==> src/rtl/biquad_pkg.sv <==
// Shared types and helpers for the biquad cascade: coefficient slot enum,
// FSM state enum, tap/cycle constants and the saturating narrow function.
package biquad_pkg;

    localparam int TAPS        = 5;
    localparam int CYC_PER_SEC = 6;
    localparam int CLAMP_W     = 128;

    typedef enum logic [2:0] {
        B0 = 3'd0,
        B1 = 3'd1,
        B2 = 3'd2,
        A1 = 3'd3,
        A2 = 3'd4
    } coef_idx_e;

    typedef enum logic [1:0] {
        IDLE = 2'd0,
        MAC  = 2'd1,
        UPD  = 2'd2,
        HOLD = 2'd3
    } state_e;

    // Clamp a wide signed value to the range of a w-bit signed number.
    function automatic logic signed [CLAMP_W-1:0] clamp_to_width(
        input logic signed [CLAMP_W-1:0] v,
        input int                        w
    );
        logic signed [CLAMP_W-1:0] hi;
        logic signed [CLAMP_W-1:0] lo;
        hi = CLAMP_W'(1);
        hi = (hi <<< (w - 1)) - CLAMP_W'(1);
        lo = -hi - CLAMP_W'(1);
        if (v > hi) begin
            return hi;
        end else if (v < lo) begin
            return lo;
        end
        return v;
    endfunction

endpackage

==> src/rtl/biquad_cascade_if.sv <==
// Sample stream, coefficient write port and status of the biquad cascade.
interface biquad_cascade_if #(
    parameter int WIDTH        = 24,
    parameter int COEF_W       = 32,
    parameter int NUM_SECTIONS = 2
);
    localparam int AW = $clog2(5 * NUM_SECTIONS);

    logic                     in_valid;
    logic                     in_ready;
    logic signed [WIDTH-1:0]  sample_in;
    logic                     out_valid;
    logic                     out_ready;
    logic signed [WIDTH-1:0]  sample_out;
    logic                     coef_we;
    logic [AW-1:0]            coef_addr;
    logic signed [COEF_W-1:0] coef_data;
    logic                     hist_clr_in;
    logic                     busy;

    modport master (
        output in_valid, sample_in, out_ready, coef_we, coef_addr, coef_data, hist_clr_in,
        input  in_ready, out_valid, sample_out, busy
    );

    modport slave (
        input  in_valid, sample_in, out_ready, coef_we, coef_addr, coef_data, hist_clr_in,
        output in_ready, out_valid, sample_out, busy
    );

endinterface

==> src/rtl/biquad_mac.sv <==
// Shared multiply-accumulator: one signed product per enabled cycle, added to
// or subtracted from the running sum; clr restarts the sum with this product.
module biquad_mac #(
    parameter int WIDTH  = 24,
    parameter int COEF_W = 32,
    parameter int ACC_W  = 64
) (
    input  logic                     clk_in,
    input  logic                     rst_in,
    input  logic                     en_i,
    input  logic                     clr_i,
    input  logic                     sub_i,
    input  logic signed [WIDTH-1:0]  operand_i,
    input  logic signed [COEF_W-1:0] coef_i,
    output logic signed [ACC_W-1:0]  acc_o
);
    logic signed [ACC_W-1:0] acc_q, acc_d;
    logic signed [ACC_W-1:0] prod;
    logic signed [ACC_W-1:0] base;

    // Next accumulator value from the current product.
    always_comb begin
        prod  = ACC_W'(operand_i) * ACC_W'(coef_i);
        base  = clr_i ? '0 : acc_q;
        acc_d = acc_q;
        if (en_i) begin
            acc_d = sub_i ? (base - prod) : (base + prod);
        end
    end

    // Accumulator register.
    always_ff @(posedge clk_in) begin
        if (!rst_in) begin
            acc_q <= '0;
        end else begin
            acc_q <= acc_d;
        end
    end

    assign acc_o = acc_q;

endmodule

==> src/rtl/biquad_cascade.sv <==
// Cascade of Direct-Form-I biquads sharing one MAC. Each section takes five
// MAC cycles plus one writeback cycle; the result is held until taken.
// Build option BIQUAD_CASCADE_SAT_EN: clamp each section result to WIDTH
// instead of wrapping.
//
// state | meaning
// IDLE  | ready for a sample; coefficient writes and history clear honoured
// MAC   | five taps b0*x + b1*x1 + b2*x2 - a1*y1 - a2*y2 for section sec
// UPD   | narrow result, shift section history, feed next section
// HOLD  | result presented on sample_out until out_ready
module biquad_cascade
    import biquad_pkg::*;
#(
    parameter int WIDTH        = 24,
    parameter int COEF_W       = 32,
    parameter int SHIFT        = 20,
    parameter int NUM_SECTIONS = 2,
    parameter int ACC_W        = 64
) (
    input  logic            clk_in,
    input  logic            rst_in,
    biquad_cascade_if.slave bus
);
    localparam int NCOEF = TAPS * NUM_SECTIONS;
    localparam int AW    = $clog2(NCOEF);
    localparam int SW    = (NUM_SECTIONS > 1) ? $clog2(NUM_SECTIONS) : 1;
    localparam logic signed [COEF_W-1:0] COEF_ONE = COEF_W'(1) <<< SHIFT;

    state_e        state_q, state_d;
    logic [SW-1:0] sec_q, sec_d;
    coef_idx_e     tap_q, tap_d;
    logic          clr_pend_q, clr_pend_d;

    logic signed [COEF_W-1:0] coef_q [NCOEF];
    logic signed [WIDTH-1:0]  x1_q [NUM_SECTIONS];
    logic signed [WIDTH-1:0]  x2_q [NUM_SECTIONS];
    logic signed [WIDTH-1:0]  y1_q [NUM_SECTIONS];
    logic signed [WIDTH-1:0]  y2_q [NUM_SECTIONS];
    logic signed [WIDTH-1:0]  x_cur_q;
    logic signed [WIDTH-1:0]  y_out_q;

    logic                     accept, last_sec, coef_wr, hist_clr, upd;
    logic                     mac_en, mac_clr, mac_sub;
    logic [AW-1:0]            cidx;
    logic signed [WIDTH-1:0]  mac_op, y_upd;
    logic signed [COEF_W-1:0] mac_coef;
    logic signed [ACC_W-1:0]  acc, acc_sh;

    assign last_sec = (sec_q == SW'(NUM_SECTIONS - 1));
    assign cidx     = AW'(int'(sec_q) * TAPS + int'(tap_q));
    assign acc_sh   = acc >>> SHIFT;

`ifdef BIQUAD_CASCADE_SAT_EN
    assign y_upd = WIDTH'(clamp_to_width(CLAMP_W'(acc_sh), WIDTH));
`else
    logic unused_acc_hi;
    assign y_upd         = acc_sh[WIDTH-1:0];
    assign unused_acc_hi = ^acc_sh[ACC_W-1:WIDTH];
`endif

    // FSM state, section/tap counters and deferred-clear flag.
    always_ff @(posedge clk_in) begin
        if (!rst_in) begin
            state_q    <= IDLE;
            sec_q      <= '0;
            tap_q      <= B0;
            clr_pend_q <= 1'b0;
        end else begin
            state_q    <= state_d;
            sec_q      <= sec_d;
            tap_q      <= tap_d;
            clr_pend_q <= clr_pend_d;
        end
    end

    // Next-state and counter sequencing.
    always_comb begin
        state_d = state_q;
        sec_d   = sec_q;
        tap_d   = tap_q;
        case (state_q)
            IDLE: if (accept) begin
                state_d = MAC;
                sec_d   = '0;
                tap_d   = B0;
            end
            MAC: if (tap_q == A2) begin
                state_d = UPD;
            end else begin
                tap_d = coef_idx_e'(tap_q + 3'd1);
            end
            UPD: if (last_sec) begin
                state_d = HOLD;
            end else begin
                state_d = MAC;
                sec_d   = sec_q + 1'b1;
                tap_d   = B0;
            end
            HOLD: if (bus.out_ready) begin
                state_d = IDLE;
            end
            default: state_d = IDLE;
        endcase
    end

    // Handshake outputs and per-state strobes; a clear seen outside IDLE waits for IDLE.
    always_comb begin
        bus.in_ready   = (state_q == IDLE) && rst_in;
        bus.out_valid  = (state_q == HOLD);
        bus.busy       = (state_q != IDLE);
        bus.sample_out = y_out_q;
        accept         = bus.in_ready && bus.in_valid;
        coef_wr        = (state_q == IDLE) && bus.coef_we && (int'(bus.coef_addr) < NCOEF);
        hist_clr       = (state_q == IDLE) && (bus.hist_clr_in || clr_pend_q);
        clr_pend_d     = hist_clr ? 1'b0 : (clr_pend_q || bus.hist_clr_in);
        upd            = (state_q == UPD);
        mac_en         = (state_q == MAC);
        mac_clr        = (tap_q == B0);
    end

    // Operand and coefficient selection for the current tap.
    always_comb begin
        mac_op   = x_cur_q;
        mac_sub  = 1'b0;
        mac_coef = coef_q[cidx];
        case (tap_q)
            B1: mac_op = x1_q[sec_q];
            B2: mac_op = x2_q[sec_q];
            A1: begin
                mac_op  = y1_q[sec_q];
                mac_sub = 1'b1;
            end
            A2: begin
                mac_op  = y2_q[sec_q];
                mac_sub = 1'b1;
            end
            default: mac_op = x_cur_q;
        endcase
    end

    // Coefficient store; reset leaves every section as a unity pass-through.
    always_ff @(posedge clk_in) begin
        if (!rst_in) begin
            for (int i = 0; i < NCOEF; i++) begin
                coef_q[i] <= ((i % TAPS) == 0) ? COEF_ONE : '0;
            end
        end else if (coef_wr) begin
            coef_q[bus.coef_addr] <= bus.coef_data;
        end
    end

    // Sample pipeline and per-section history.
    always_ff @(posedge clk_in) begin
        if (!rst_in) begin
            for (int i = 0; i < NUM_SECTIONS; i++) begin
                x1_q[i] <= '0;
                x2_q[i] <= '0;
                y1_q[i] <= '0;
                y2_q[i] <= '0;
            end
            x_cur_q <= '0;
            y_out_q <= '0;
        end else begin
            if (hist_clr) begin
                for (int i = 0; i < NUM_SECTIONS; i++) begin
                    x1_q[i] <= '0;
                    x2_q[i] <= '0;
                    y1_q[i] <= '0;
                    y2_q[i] <= '0;
                end
            end
            if (accept) begin
                x_cur_q <= bus.sample_in;
            end
            if (upd) begin
                x2_q[sec_q] <= x1_q[sec_q];
                x1_q[sec_q] <= x_cur_q;
                y2_q[sec_q] <= y1_q[sec_q];
                y1_q[sec_q] <= y_upd;
                x_cur_q     <= y_upd;
                if (last_sec) begin
                    y_out_q <= y_upd;
                end
            end
        end
    end

    biquad_mac #(
        .WIDTH (WIDTH),
        .COEF_W(COEF_W),
        .ACC_W (ACC_W)
    ) u_mac (
        .clk_in   (clk_in),
        .rst_in   (rst_in),
        .en_i     (mac_en),
        .clr_i    (mac_clr),
        .sub_i    (mac_sub),
        .operand_i(mac_op),
        .coef_i   (mac_coef),
        .acc_o    (acc)
    );

endmodule
==> src/flat_wrapper.sv <==
// flat-port wrapper written by rule: the top's interface ports become plain ports
module biquad_cascade_flat import biquad_pkg::*;
#(
    parameter int WIDTH        = 24,
    parameter int COEF_W       = 32,
    parameter int SHIFT        = 20,
    parameter int NUM_SECTIONS = 2,
    parameter int ACC_W        = 64
)
  (clk_in, rst_in, bus_in_valid, bus_sample_in, bus_out_ready, bus_coef_we, bus_coef_addr, bus_coef_data, bus_hist_clr_in, bus_in_ready, bus_out_valid, bus_sample_out, bus_busy);
  biquad_cascade_if #(.WIDTH(WIDTH), .COEF_W(COEF_W), .NUM_SECTIONS(NUM_SECTIONS)) bus_i ();
  input  logic clk_in;
  input  logic rst_in;
  input wire logic [$bits(bus_i.in_valid)-1:0] bus_in_valid;
  input wire logic [$bits(bus_i.sample_in)-1:0] bus_sample_in;
  input wire logic [$bits(bus_i.out_ready)-1:0] bus_out_ready;
  input wire logic [$bits(bus_i.coef_we)-1:0] bus_coef_we;
  input wire logic [$bits(bus_i.coef_addr)-1:0] bus_coef_addr;
  input wire logic [$bits(bus_i.coef_data)-1:0] bus_coef_data;
  input wire logic [$bits(bus_i.hist_clr_in)-1:0] bus_hist_clr_in;
  output wire logic [$bits(bus_i.in_ready)-1:0] bus_in_ready;
  output wire logic [$bits(bus_i.out_valid)-1:0] bus_out_valid;
  output wire logic [$bits(bus_i.sample_out)-1:0] bus_sample_out;
  output wire logic [$bits(bus_i.busy)-1:0] bus_busy;
  assign bus_i.in_valid = bus_in_valid;
  assign bus_i.sample_in = bus_sample_in;
  assign bus_i.out_ready = bus_out_ready;
  assign bus_i.coef_we = bus_coef_we;
  assign bus_i.coef_addr = bus_coef_addr;
  assign bus_i.coef_data = bus_coef_data;
  assign bus_i.hist_clr_in = bus_hist_clr_in;
  assign bus_in_ready = bus_i.in_ready;
  assign bus_out_valid = bus_i.out_valid;
  assign bus_sample_out = bus_i.sample_out;
  assign bus_busy = bus_i.busy;
  biquad_cascade #(.WIDTH(WIDTH), .COEF_W(COEF_W), .SHIFT(SHIFT), .NUM_SECTIONS(NUM_SECTIONS), .ACC_W(ACC_W)) u_core (.clk_in(clk_in), .rst_in(rst_in), .bus(bus_i));
endmodule
==> config.mk <==
export PLATFORM = sky130hd
export DESIGN_NAME = biquad_cascade_flat
export DESIGN_NICKNAME = d
export VERILOG_FILES = /design/src/rtl/biquad_pkg.sv /design/src/rtl/biquad_cascade_if.sv /design/src/rtl/biquad_mac.sv /design/src/rtl/biquad_cascade.sv /design/src/flat_wrapper.sv
export SDC_FILE = /design/constraint.sdc
export NUM_CORES = 2
export LEC_CHECK = 0
export BUFFER_PORTS_ARGS = -buffer_cell sky130_fd_sc_hd__buf_2
export CAP_MARGIN = 20
export CORE_MARGIN = 10
export CORE_UTILIZATION = 30
export DETAILED_ROUTE_END_ITERATION = 10
export SYNTH_ARGS = -nofsm -noshare
export SYNTH_HDL_FRONTEND = slang
export SYNTH_HIERARCHICAL = 1
export SYNTH_SLANG_ARGS = --single-unit
==> constraint.sdc <==
create_clock -name clk_in -period 12.2 [get_ports clk_in]
set_input_delay 0 -clock clk_in [delete_from_list [all_inputs] [get_ports clk_in]]
set_output_delay 0 -clock clk_in [all_outputs]
set_load 0.02 [all_outputs]
# After elaboration in Yosys (flattened, before gate mapping)
# Memories as Yosys holds them, arrays and structs flattened. A register that Yosys moved wholly into a read port is not among the register bits.
# Cells that the tools add are included.
[totals]
ramBits = 512
mem_count = 5
reg_bits = 119
[mem_list]
columns = ["name", "words", "width", "read_ports", "rd_ports_with_merged_regs", "wr", "line", "rtl"]
rows = [
  ["u_core.coef_q", 10, 32, 1, 0, 10, "biquad_cascade.sv:34", "logic signed [COEF_W-1:0] coef_q [NCOEF];"],
  ["u_core.x1_q", 2, 24, 1, 1, 2, "biquad_cascade.sv:35", "logic signed [WIDTH-1:0] x1_q [NUM_SECTIONS];"],
  ["u_core.x2_q", 2, 24, 1, 1, 2, "biquad_cascade.sv:36", "logic signed [WIDTH-1:0] x2_q [NUM_SECTIONS];"],
  ["u_core.y1_q", 2, 24, 1, 1, 2, "biquad_cascade.sv:37", "logic signed [WIDTH-1:0] y1_q [NUM_SECTIONS];"],
  ["u_core.y2_q", 2, 24, 1, 1, 2, "biquad_cascade.sv:38", "logic signed [WIDTH-1:0] y2_q [NUM_SECTIONS];"],
]
[classes]
muxes = 59
eq_ne = 12
order_cmp = 1
bitwise_logic = 9
mul = 2
reduce_logical = 23
n_addsub = 5
[op_table]
columns = ["operator", "count"]
rows = [
  ["24-bit 2-to-1 mux", 14],
  ["64-bit 2-to-1 mux", 2],
  ["24-bit case mux with 4 select lines", 1],
  ["24-bit OR reduction", 4],
  ["64-bit adder", 1],
  ["64-bit subtractor", 1],
  ["24-bit by 32-bit multiplier with 56-bit output", 1],
  ["32-bit 2-to-1 mux", 1],
  ["32-bit OR reduction", 1],
  ["1-bit 2-to-1 mux", 30],
  ["3-bit 2-to-1 mux", 3],
  ["3-bit case mux with 3 select lines", 1],
  ["2-bit 2-to-1 mux", 4],
  ["2-bit != test (second input constant)", 4],
  ["1-bit bitwise OR", 8],
  ["2-bit case mux with 4 select lines", 1],
  ["3-bit by 2-bit == test with 1-bit output (second input constant)", 2],
  ["2-bit nonzero test", 3],
  ["1-bit logical AND", 5],
  ["4-bit adder", 1],
  ["2-bit == test (second input constant)", 2],
  ["4-bit less-than comparator (second input constant)", 1],
  ["1-bit by 3-bit multiplier with 4-bit output (second input constant)", 1],
  ["4-bit 2-to-1 mux", 1],
  ["16 further kinds", 18],
]

# Depth between registers and ports, before layout
[logic_depth]
depth_word = 8
mapped_depth = 51

# Modules after synthesis
# The synthesis kept the hierarchy.
[modules_own_cells]
columns = ["module", "cells_per_inst", "instances", "area_per_inst_um2"]
rows = [
  ["biquad_mac", 4127, 1, 35489.0],
  ["biquad_cascade", 2090, 1, 32633.8],
]

# Least setup slack after synthesis
# No wires, ideal clock.
[synth_timing]
path_kind = "register to register"
start = "register u_core.tap_q[0]"
end = "register u_core.u_mac.acc_q[60] (netlist: u_core/u_mac/acc_o[60])"
t_arrival_ns = 11.748
t_required_ns = 12.083
path_stages_with_launch = 49
period_less_slack_ns = 11.865
slack_ns = 0.335
cell_sequence = "dfxtp_1 -> ha_1 -> ha_1 -> clkbuf_1 -> clkbuf_1 -> mux4_2 -> mux2i_1 -> mux2i_1 -> clkbuf_1 -> and2_1 -> fa_1 -> inv_1 -> fa_1 -> fa_1 -> inv_1 -> fa_1 -> inv_1 -> fa_1 -> [13 not listed] -> inv_1 -> nor3_1 -> a31oi_1 -> xnor2_1 -> ha_1 -> o21a_1 -> o21ai_0 -> nand2b_1 -> a21oi_1 -> a311oi_1 -> or3_1 -> a21oi_1 -> o21ai_0 -> a311o_1 -> a221o_1 -> a21oi_1 -> and3b_1 -> nor3_1"
[synth_between]
elab_chain_cells = 5
word_cells_on_any_way = 15
classes_between = "add/sub (3); mul (1); eq/ne (4); mux (4); reduce/logical (2); memory (1)"
[synth_lines]
columns = ["element", "line", "rtl"]
rows = [
  ["start, declared", "biquad_cascade.sv:31", "coef_idx_e tap_q, tap_d;"],
  ["start signal, assigned", "biquad_cascade.sv:71", "tap_q <= tap_d;"],
  ["4-bit adder *", "biquad_cascade.sv:50", "assign cidx = AW'(int'(sec_q) * TAPS + int'(tap_q));"],
  ["memory 10 x 32 bit *", "--", ""],
  ["via u_core.mac_coef[16]", "biquad_cascade.sv:46", "logic signed [COEF_W-1:0] mac_coef;"],
  ["24-bit by 32-bit multiplier with 56-bit output *", "biquad_mac.sv:23", "prod = ACC_W'(operand_i) * ACC_W'(coef_i);"],
  ["64-bit adder or 64-bit subtractor (tied branches)", "biquad_mac.sv:27", "acc_d = sub_i ? (base - prod) : (base + prod);"],
  ["64-bit 2-to-1 mux *", "biquad_mac.sv:27", ""],
  ["end signal, assigned", "biquad_mac.sv:34", "acc_q <= '0;"],
  ["end signal, assigned", "biquad_mac.sv:36", "acc_q <= acc_d;"],
  ["end, declared", "biquad_mac.sv:17", "logic signed [ACC_W-1:0] acc_q, acc_d;"],
]
# Mark *: on every way through the listed nets, which the timed path passes. The rest lies on a longest branch.
# A chain may end at the register's enable or synchronous reset.

# Worst setup path in the final report
[layout_timing]
start = "register u_core.tap_q[0]"
end = "register u_core.u_mac.acc_q[32] (netlist: u_core/u_mac/acc_o[32])"
# The elaborated chain is that of the path after synthesis.

==> impl_metrics.tcl <==
set metrics [dict create \
    clk_latency_ns 0.75 \
    grt_pass1_vias 43845 \
    crit_required_ns 12.84 \
    min_from "bus_sample_in[11]" \
    hold_depth 4 \
    grt_max_degree 73 \
    setup_viol 0 \
    synth_cells 5465 \
    routed_wl_microns 176000 \
    netlist_area_sq_mm 0.0613 \
    num_vias 41920 \
    cts_sinks 804 \
    worstSetupEndpointType "flop" \
    cts_tree "done" \
    rrSetupSlack_ns 0.54 \
    finClkSkew_ns 0.0628 \
    grt_use_total_pct 15.6 \
    cts_htree_levels 3 \
    cpMaxStageDelayCell "fa_1" \
    max_freq_ghz 0.0858 \
    n_fill_cell 20147 \
    drc_errors 0 \
    dr.pass1.iters 5 \
    placementRows 165 \
    cts_buffer_depth 3 \
    io_pins 93 \
    antenna_found_initial 16 \
    area_growth_pct 15.6 \
    path_max_fanout 16 \
    numCtsBuffers 86 \
    status "finished clean" \
    dieWidth_microns 472 \
    rr_startpoint "u_core/tap_q[0]$_SDFFE_PN0P_" \
    multi_input_area_sq_mm 0.0355 \
    viasPerCell 4.90 \
    worst_setup_path_start_kind "flop" \
    tns_ns 0 \
    min_path_type "input pin to flop" \
    clk_pin_slew_worst_paths_ns 0.06 \
    start_util_pct 30.2 \
    cts_root_buffer "clkbuf_16" \
    drv_cap 0 \
    critPathKind "flop to flop" \
    hold_viol 0 \
    grt-ovfl-total 0 \
    die-area_sq_mm 0.223 \
    drive_gt1_share_pct 12.3 \
    postRouteAntennaNets 0 \
    cp.arrival_ns 12.29 \
    yosys_warnings 6 \
    relSlewSlack_pct 30.4 \
    min_to "u_core/x_cur_q[11]$_SDFFE_PN0P_" \
    worst_pin_slew_ns 1.02 \
    r2r_end "u_core/u_mac/acc_o[32]$_SDFFE_PN0P_" \
    core_sq_mm 0.203 \
    wl_per_cell_microns 20.6 \
    die_h_microns 472 \
    rsz0062_at_grt "no" \
    slew_violations 0 \
    dp_hpwl_microns 128000 \
    layout.nets 6715 \
    gp_congestion 0.931 \
    numPortBuffers 92 \
    regArea_sq_mm 0.0231 \
    min_period_ns 11.66 \
    finalCritPeriodShare_pct 95.5 \
    slowest_delay_ns 0.56 \
    avgSynthCellArea_sq_um 11.2 \
    grt_pass1_wl_microns 269000 \
    drt-initial-drc-count 3609 \
    ff2ff_path_depth 46 \
]
[layer usage]
layer	GRT usage, %	vias to the layer above	routed length, microns
met5	0	-	72
met2	26.0	1370	83700
li1	-	18575	-
met4	4.64	10	5330
met1	20.8	21686	75200
met3	2.49	279	11600
[layout by cell type (no fill, tap or decap), types with 15 or more instances in the layout]
| cell | count |
|---|---|
| a21oi_1 | 99 |
| buf_12 | 23 |
| buf_2 | 92 |
| buf_4 | 215 |
| o22a_1 | 48 |
| fa_1 | 648 |
| nand4_1 | 16 |
| nand3_1 | 23 |
| o21a_1 | 18 |
| mux2i_1 | 209 |
| clkbuf_16 | 87 |
| nand2b_1 | 16 |
| clkinv_2 | 16 |
| or3_1 | 15 |
| a211oi_1 | 49 |
| a31oi_1 | 43 |
| xnor2_1 | 68 |
| mux4_2 | 128 |
| dfxtp_1 | 99 |
| ha_1 | 188 |
| inv_1 | 707 |
| nand2_1 | 545 |
| conb_1 | 192 |
| a21o_1 | 43 |
| o21ai_0 | 84 |
| clkinv_1 | 17 |
| and2_1 | 626 |
| o21bai_1 | 15 |
| mux2i_2 | 27 |
| xor2_1 | 36 |
| a22o_1 | 24 |
| nor2_1 | 350 |
| nor2b_1 | 54 |
| dlygate4sd3_1 | 70 |
| edfxtp_1 | 704 |
| nor3_1 | 25 |
[final cells by class]
type                    instances  share of cell area [%]
clock buffers                 100                    3.12
inverters                     708                    3.75
clock inverters                59                   0.937
flip-flops and latches        804                    32.6
multi-input cells            3805                    50.1
well taps                    2672                    4.72
repair buffers                405                    4.69
diodes                         10                  0.0353
[per-stage QoR]
stage                     area [sq um]  hold slack, ns  instances  utilization [%]  setup slack [ns]
after global routing             70900           0.103       8556             35.0           0.00509
final                            70900           0.115       8563             35.0             0.544
after detailed placement         67100           0.290       8312             33.1             0.183
after global placement           67100           0.268       8312             33.1             0.336
after CTS                        70700          0.0706       8541             34.9             0.163
after floorplan                  62000           0.122       5656                -              1.27
[critical path, delay by kind of cell (launching register included)]
family | cells | cell delay [ns]
AOI/OAI and AO/OA | 10 | 2.07
muxes | 4 | 0.94
xor gates and xnor gates | 2 | 0.31
buffers and inverters | 12 | 1.35
and+or+nand+nor | 8 | 1.73
DFF | 1 | 0.36
adders and majority gates | 10 | 4.71
[worst max-delay path by stage]
stage                                            start                                  end  slack [ns]  cells past startpoint
final                     u_core/tap_q[0]$_SDFFE_PN0P_  u_core/u_mac/acc_o[32]$_SDFFE_PN0P_        0.54                     46
after global routing      u_core/tap_q[1]$_SDFFE_PN0P_  u_core/u_mac/acc_o[41]$_SDFFE_PN0P_       0.005                     45
after CTS                 u_core/tap_q[1]$_SDFFE_PN0P_  u_core/u_mac/acc_o[37]$_SDFFE_PN0P_        0.16                     42
after detailed placement  u_core/tap_q[1]$_SDFFE_PN0P_  u_core/u_mac/acc_o[37]$_SDFFE_PN0P_        0.18                     42
after global placement    u_core/tap_q[1]$_SDFFE_PN0P_  u_core/u_mac/acc_o[37]$_SDFFE_PN0P_        0.34                     42
after floorplan           u_core/tap_q[0]$_SDFFE_PN0P_  u_core/u_mac/acc_o[40]$_SDFFE_PN0P_        1.27                     46
[flip-flops by register name (all words and copies together) (netlist names), named ones only]
register and flops:
u_core/u_mac/acc_o 44, u_core/bus.sample_out 24, u_core/tap_q 3, u_core/last_sec 1
u_core/x_cur_q 24, u_core/x2_q 48, u_core/coef_q 512, u_core/state_q 2
u_core/y2_q 48, u_core/clr_pend_q 1, u_core/x1_q 48, u_core/y1_q 48
[what timing repair did]
item                       CTS  global route
setup endpoints to repair    0            11
hold endpoints to repair   574             0
resized for setup            0            16
buffers inserted             0            11
hold buffers                70             0
Power is left out: the tool's default activity adds up to more than one toggle a clock period on the data nets, which glitch-free logic cannot reach.
